File: src/rtl/div_seq.sv
// Sequential radix-2 restoring divider for DIV/DIVU beside the EXE stage.
// Stalls the pipeline while iterating and returns {remainder, quotient}.
module div_seq #(
    parameter int DIV_W = 32
) (
    input  logic                 clk,
    input  logic                 resetn,
    input  logic                 signed_div_i,
    input  logic [DIV_W-1:0]     opdata1_i,
    input  logic [DIV_W-1:0]     opdata2_i,
    input  logic                 start_i,
    input  logic                 annul_i,
    output logic [2*DIV_W-1:0]   result_o,
    output logic                 ready_o,
    output logic                 stallreq_o
);

    localparam int CW = $clog2(DIV_W) + 1;
    localparam logic [CW-1:0] CNT_END = CW'(DIV_W);

    typedef enum logic [1:0] {
        S_IDLE,
        S_BYZERO,
        S_ON,
        S_DONE
    } state_t;

    state_t               r_state, w_state_n;
    logic [CW-1:0]        r_cnt, w_cnt_n;
    logic [2*DIV_W:0]     r_dreg, w_dreg_n;
    logic [DIV_W-1:0]     r_op2, w_op2_n;
    logic                 r_neg_q, w_neg_q_n;
    logic                 r_neg_r, w_neg_r_n;
    logic                 r_ready, w_ready_n;
    logic [2*DIV_W-1:0]   r_result, w_result_n;

    logic [DIV_W-1:0]     w_abs1, w_abs2;
    logic [DIV_W:0]       w_diff;
    logic [DIV_W-1:0]     w_quo, w_rem;

    assign w_abs1 = (signed_div_i && opdata1_i[DIV_W-1])
                  ? ({DIV_W{1'b0}} - opdata1_i) : opdata1_i;
    assign w_abs2 = (signed_div_i && opdata2_i[DIV_W-1])
                  ? ({DIV_W{1'b0}} - opdata2_i) : opdata2_i;

    assign w_diff = {1'b0, r_dreg[2*DIV_W-1:DIV_W]} - {1'b0, r_op2};

    // Sign fix-up of the magnitudes; flags already include the signed mode.
    assign w_quo = r_neg_q ? ({DIV_W{1'b0}} - r_dreg[DIV_W-1:0])
                           : r_dreg[DIV_W-1:0];
    assign w_rem = r_neg_r ? ({DIV_W{1'b0}} - r_dreg[2*DIV_W:DIV_W+1])
                           : r_dreg[2*DIV_W:DIV_W+1];

    always_comb begin
        w_state_n  = r_state;
        w_cnt_n    = r_cnt;
        w_dreg_n   = r_dreg;
        w_op2_n    = r_op2;
        w_neg_q_n  = r_neg_q;
        w_neg_r_n  = r_neg_r;
        w_ready_n  = r_ready;
        w_result_n = r_result;
        unique case (r_state)
            S_IDLE: begin
                w_ready_n  = 1'b0;
                w_result_n = '0;
                if (start_i && !annul_i) begin
                    if (opdata2_i == '0) begin
                        w_state_n = S_BYZERO;
                    end else begin
                        w_state_n = S_ON;
                        w_cnt_n   = '0;
                        w_op2_n   = w_abs2;
                        w_dreg_n  = {{DIV_W{1'b0}}, w_abs1, 1'b0};
                        w_neg_r_n = signed_div_i & opdata1_i[DIV_W-1];
                        w_neg_q_n = signed_div_i &
                                    (opdata1_i[DIV_W-1] ^ opdata2_i[DIV_W-1]);
                    end
                end
            end
            S_BYZERO: begin
                w_state_n  = S_DONE;
                w_result_n = '0;
                w_ready_n  = 1'b1;
            end
            S_ON: begin
                if (annul_i || !start_i) begin
                    w_state_n  = S_IDLE;
                    w_ready_n  = 1'b0;
                    w_result_n = '0;
                end else if (r_cnt != CNT_END) begin
                    w_cnt_n = r_cnt + 1'b1;
                    if (w_diff[DIV_W])
                        w_dreg_n = {r_dreg[2*DIV_W-1:0], 1'b0};
                    else
                        w_dreg_n = {w_diff[DIV_W-1:0],
                                    r_dreg[DIV_W-1:0], 1'b1};
                end else begin
                    w_state_n  = S_DONE;
                    w_ready_n  = 1'b1;
                    w_result_n = {w_rem, w_quo};
                end
            end
            S_DONE: begin
                if (!start_i) begin
                    w_state_n  = S_IDLE;
                    w_ready_n  = 1'b0;
                    w_result_n = '0;
                end
            end
            default: w_state_n = S_IDLE;
        endcase
    end

    always_ff @(posedge clk or posedge resetn) begin
        if (resetn) begin
            r_state  <= S_IDLE;
            r_cnt    <= '0;
            r_dreg   <= '0;
            r_op2    <= '0;
            r_neg_q  <= 1'b0;
            r_neg_r  <= 1'b0;
            r_ready  <= 1'b0;
            r_result <= '0;
        end else begin
            r_state  <= w_state_n;
            r_cnt    <= w_cnt_n;
            r_dreg   <= w_dreg_n;
            r_op2    <= w_op2_n;
            r_neg_q  <= w_neg_q_n;
            r_neg_r  <= w_neg_r_n;
            r_ready  <= w_ready_n;
            r_result <= w_result_n;
        end
    end

    assign result_o   = r_result;
    assign ready_o    = r_ready;
    assign stallreq_o = start_i & ~r_ready;

endmodule

File: config.mk
export PLATFORM = sky130hd
export DESIGN_NAME = div_seq
export DESIGN_NICKNAME = d
export VERILOG_FILES = /design/src/rtl/div_seq.sv
export SDC_FILE = /design/constraint.sdc
export NUM_CORES = 1
export LEC_CHECK = 0
export CORE_ASPECT_RATIO = 0.75
export CORE_MARGIN = 4
export CORE_UTILIZATION = 25
export DETAILED_ROUTE_END_ITERATION = 7
export GPL_TIMING_DRIVEN = 0
export PLACE_DENSITY = 0.51
export SYNTH_ARGS = -nofsm -noshare
export SYNTH_HDL_FRONTEND = slang
export SYNTH_SLANG_ARGS = --single-unit
File: constraint.sdc
create_clock -name clk -period 6.84 [get_ports clk]
set_clock_uncertainty 0.15 [all_clocks]
set_input_delay 1.71 -clock clk [delete_from_list [all_inputs] [get_ports clk]]
set_output_delay 1.71 -clock clk [all_outputs]
set_load 0.05 [all_outputs]
==> After elaboration in Yosys (flattened, before gate mapping) <==
Index checks and enable logic that the tools add are counted.
{ "word_totals": {"regBits": 172, "inputBits": 69, "output_inout_bits": 66, "wordCells": 73} }
{ "classes": {"add_sub_neg": 6, "n_eq_ne": 10, "n_mux": 29, "n_bitwise": 6, "reduce_logical": 14} }
{ "ops": {"columns": ["operator", "count"], "rows": [
  ["$mux W65", 5],
  ["$mux W64", 3],
  ["$pmux W64 S3", 1],
  ["$pmux W65 S2", 1],
  ["$mux W32", 4],
  ["$sub A1 B32 Y32 const A", 4],
  ["$sub A32 B32 Y33", 1],
  ["$logic_not A32 Y1", 1],
  ["$mux W6", 4],
  ["$pmux W6 S2", 1],
  ["$mux W2", 5],
  ["$ne A2 B2 Y1 const B", 5],
  ["$pmux W2 S4", 1],
  ["$add A6 B1 Y6 const B", 1],
  ["$ne A6 B6 Y1 const B", 1],
  ["$reduce_and A3 Y1", 2],
  ["$reduce_and A5 Y1", 1],
  ["$eq A2 B2 Y1 const B", 2],
  ["$pmux W1 S4", 1],
  ["$and A1 B1 Y1", 3],
  ["$logic_and A1 B1 Y1", 3],
  ["$mux W1", 3],
  ["$ne A3 B3 Y1 const B", 1],
  ["$eq A2 B1 Y1 const B", 1],
  ["other kinds (8)", 10]
]} }

==> Depth between registers and ports, before layout <==
{ "depth": {"depth_word": 5, "ltp_mapped": 13, "ltp_nobuf": 12} }

==> Worst setup path after synthesis <==
Ideal clock, no wire load.
{ "synth_path": {"path_type": "input-to-reg", "from": "input port opdata2_i[4]", "to": "register r_dreg[61]", "setup_ns": 0.116, "t_arrival_ns": 4.137, "slack_ns": 2.437, "path_stages": 10, "path_buffers": 2, "cell_sequence": "or3_1 > nor3b_1 > and3b_1 > nand4_1 > nor3_1 > a21o_1 > clkbuf_1 > buf_1 > nand2_1 > o311ai_0"} }
{ "synth_between": {"elab_chain_len": 3} }
{ "synth_rtl": {"columns": ["element", "line_no", "text"], "rows": [
  ["start, declared", "10", "input logic [DIV_W-1:0] opdata2_i,"],
  ["$logic_not A32 Y1", "68", "if (opdata2_i == '0) begin"],
  ["$ne A2 B2 Y1 (no source line)", null, null],
  ["$reduce_and A5 Y1 (no source line)", null, null],
  ["end signal, assigned", "128", "r_dreg <= w_dreg_n;"],
  ["end, declared", "30", "logic [2*DIV_W:0] r_dreg, w_dreg_n;"]
]} }
No other way between the ends.
A chain may end at the register's enable or synchronous reset.

==> Final worst setup path <==
{ "layout_path": {"from": "input port opdata2_i[2]", "to": "register r_dreg[3]"} }
Same word-level chain as after synthesis.

==> flow_summary_export.csv <==
group,metric,value,unit
placed_design,routabilityCongestion,0.8639,
cts,path_clk_slew,0.06,ns
floorplan,die-area,0.04853,sq mm
worst_setup_path,slowest_delay,0.66,ns
grt,grt_pass1_wl,57.64,mm
cts,clock_latency,0.45,ns
floorplan,fp.dieW,253.0,um
yosys,yosysMostFrequentCell,"nand2_1",
sta,slew_headroom,11.18,%
floorplan,pin_count,135,
power_and_ir_drop,p_comb_share,44.5,%
power_and_ir_drop,p_sw,0.001897,W
yosys,ys_ff_latch,172,
grt,gr-total-overflow,0,
sta,maxSlewViolCount,0,
detailed_routing,drt_iter0_markers,796,
power_and_ir_drop,design_power_total,0.004302,W
cts,hold_buffers,0,
worst_setup_path,reg2reg_setup_slack,2.31,ns
power_and_ir_drop,seqPwrFrac,34.0,%
power_and_ir_drop,p_sw_share,44.09,%
cts,cts_tree,"built",
grt,grt_max_degree,113,
sta,period_share,88.10,%
layout,synthToLayoutAreaGrowth,23.54,%
worst_setup_path,crit_arrival,6.16,ns
yosys,synth_edf_count,0,
floorplan,die_y,191.8,um
power_and_ir_drop,power_density,309.3,mW/mm^2
detailed_routing,totalWireLength,37.32,mm
layout,final_cells,2119,
detailed_routing,first_pass_iters,5,
cts,cts_root_buffer,"clkbuf_16",
yosys,synthesis.area,0.01126,sq mm
cts,numCtsBuffers,17,
power_and_ir_drop,clkPwrFrac,21.5,%
yosys,yosysWarnings,0,
detailed_routing,ant_nets,0,
worst_setup_path,cp-start-kind,"primary input",
grt,grt_pass1_vias,9962,
cts,cts_max_path_buffers,2,
layout,drive_gt1_share,2.674,%
sta,finalHoldViolCount,0,
sta,tns,0,ns
yosys,synthArstFlopShare,100.0,%
yosys,synth_area_per_cell,8.236,sq um
grt,grt_use_total,15.28,%
cts,ctsResizeCount,0,
power_and_ir_drop,p_int,0.002405,W
cts,cts_setup_buffers,0,
floorplan,core-area,0.04460,sq mm
yosys,ys_top_cells_by_count,"nand2_1, o21ai_0, dfrtp_1, a21oi_1, xor2_1",
yosys,yosys-top-cells-area,"dfrtp_1, o21ai_0, nand2_1",
run_status,outcome,"finished clean",
placed_design,io_buffers,134,
sta,rsz0062_at_grt,"no",
yosys,yosys.area.top_type,"dfrtp_1",
yosys,synthCells,1367,
yosys,yosys_most_used_dff,"dfrtp_1",
worst_hold_path,hp-class,"reg -> reg",
worst_setup_path,cpMostUsedCell,"clkbuf_1",
run,cap_violations,0,
detailed_routing,drc,0,
worst_setup_path,worst-path-max-fanout,10,
cts,cts_sinks,172,
yosys,ys_types,58,
sta,setup_viol,0,
detailed_routing,dr_total_vias,10380,
sta,tightest_slew,1.320,ns
yosys,ys_seq_area_share,38.23,%
yosys,yosysTopAreaCellShare,38.23,%
placed_design,dp.final_hpwl,29.07,mm
power_and_ir_drop,ir_drop,184.1,uV
layout,diodes,0,
worst_setup_path,critPathKind,"in -> reg",
worst_setup_path,crit_slowest_cell,"nor3_1",
detailed_routing,vias_per_cell,4.900,
cts,cts_max_level,4,
power_and_ir_drop,p_leak,5.810,nW
yosys,syn-num-nets,1481,
placed_design,dp.cells,2088,
detailed_routing,routedWlPerCell,17.61,um
floorplan,fp-row-count,67,
floorplan,initial_core_util,25.24,%
layout,fin_nets,1635,
worst_setup_path,path_cells,"clkdlybuf4s50_1 > or3_1 > nor3b_1 > and3b_1 > nand4_1 > nor3_1 > a21o_1 > clkbuf_1 > clkbuf_1 > o21ai_0",
worst_setup_path,worstPathRequired,6.97,ns
worst_setup_path,end_kind,"register",
grt,antenna_found_initial,0,
sta,clock.fmax,165.9,MHz
sta,min_period,6.026,ns
==> cells by family (layout without fill, tap and decap cells) <==
logic type / Yosys count / in the layout / synth area share (%)
flip-flops: 172 / 172 / 38.23
AND/OR/NAND/NOR: 453 / 453 / 18.55
buffers and inverters: 131 / 297 / 4.379
adder cells (fa/ha/maj): 45 / 45 / 5.068
XOR/XNOR: 140 / 140 / 10.89
AO/OA/AOI/OAI: 409 / 409 / 21.37
multiplexers: 17 / 17 / 1.511
==> final timing paths <==
kind                       cells past startpoint            to          from
max                                           10     r_dreg[3]  opdata2_i[2]
max reg2reg                                   11    r_dreg[54]    r_dreg[41]
max in group asynchronous                      3    r_dreg[45]        resetn
min reg2reg                                    2  result_o[26]  result_o[26]
min                                            2  result_o[26]  result_o[26]
min in group asynchronous                      2  result_o[52]        resetn
==> layout make-up <==
type	count	area, sq um
Fill cell	4751	30690
Multi-Input combinational cell	1064	6461
Sequential cell	172	4304
Timing Repair Buffer	135	1369
Tap cell	586	733.2
Clock buffer	22	474.2
Buffer	70	264.0
Inverter	61	236.5
Clock inverter	9	66.31
==> critical path: cells and delay by family <==
family,cells,cell delay [ns]
AO/OA/AOI/OAI,2,0.57
buffers and inverters,3,1.64
AND/OR/NAND/NOR,5,2.21
==> power by group through the flow <==
| stage | clock [W] | combinational (W) | sequential [W] |
|---|---|---|---|
| detailed placement | 0 | 0.00190 | 0.00148 |
| global route | 0.000986 | 0.00214 | 0.00150 |
| global placement | 0 | 0.00188 | 0.00148 |
| floorplan | 0 | 0.00124 | 0.00153 |
| finish | 0.000926 | 0.00191 | 0.00146 |
| CTS | 0.000944 | 0.00191 | 0.00146 |
==> stage by stage <==
step                      util, %  area, sq um  hold WS [ns]  setup slack, ns
after floorplan                 -        11260        0.2998           0.3199
after global placement      29.90        13330        0.3114           -2.568
after detailed placement    29.97        13370        0.3165           0.3878
after CTS                   31.19        13910        0.3323           0.8336
after global routing        31.19        13910        0.3412           0.5965
final                       31.19        13910        0.3291           0.8137
==> routing by layer <==
layer  part of all wire (%)  global-route usage (%)  vias up
li1                       -                       -     5129
met4                    1.2                   3.096        0
met1                     52                   22.99     5038
met2                     42                   22.41      192
met5                      0                       0        -
met3                    4.7                   3.371       25
==> state kept, by name (all words and copies together), names as in the netlist <==
register  flops
r_cnt         6
result_o     64
r_op2        32
r_neg_r       1
r_dreg       65
r_state       2
ready_o       1
r_neg_q       1
==> layout by cell type (no fill, tap or decap), drive strengths merged, types with 2 or more instances in the layout <==
cell type        n
or2              5
nor2            61
o21ai          193
clkdlybuf4s50  134
o21a             3
or4             14
and3b            2
o21bai           4
mux2i           17
buf              9
nor2b            8
dfrtp          172
a32oi            5
and3             6
a211oi           6
a21o             9
ha              44
clkinv           8
nor3            21
o41ai           10
a21oi           91
or3             20
clkbuf          84
and2             5
o31ai           42
nand3           38
nor4            12
nor3b            2
inv             61
xnor2           56
a31oi           11
xor2            84
nand2          233
o211ai           5
o311ai          18
nand2b          15
and4             2
nand4            6
(Power assumes the default switching activity.)
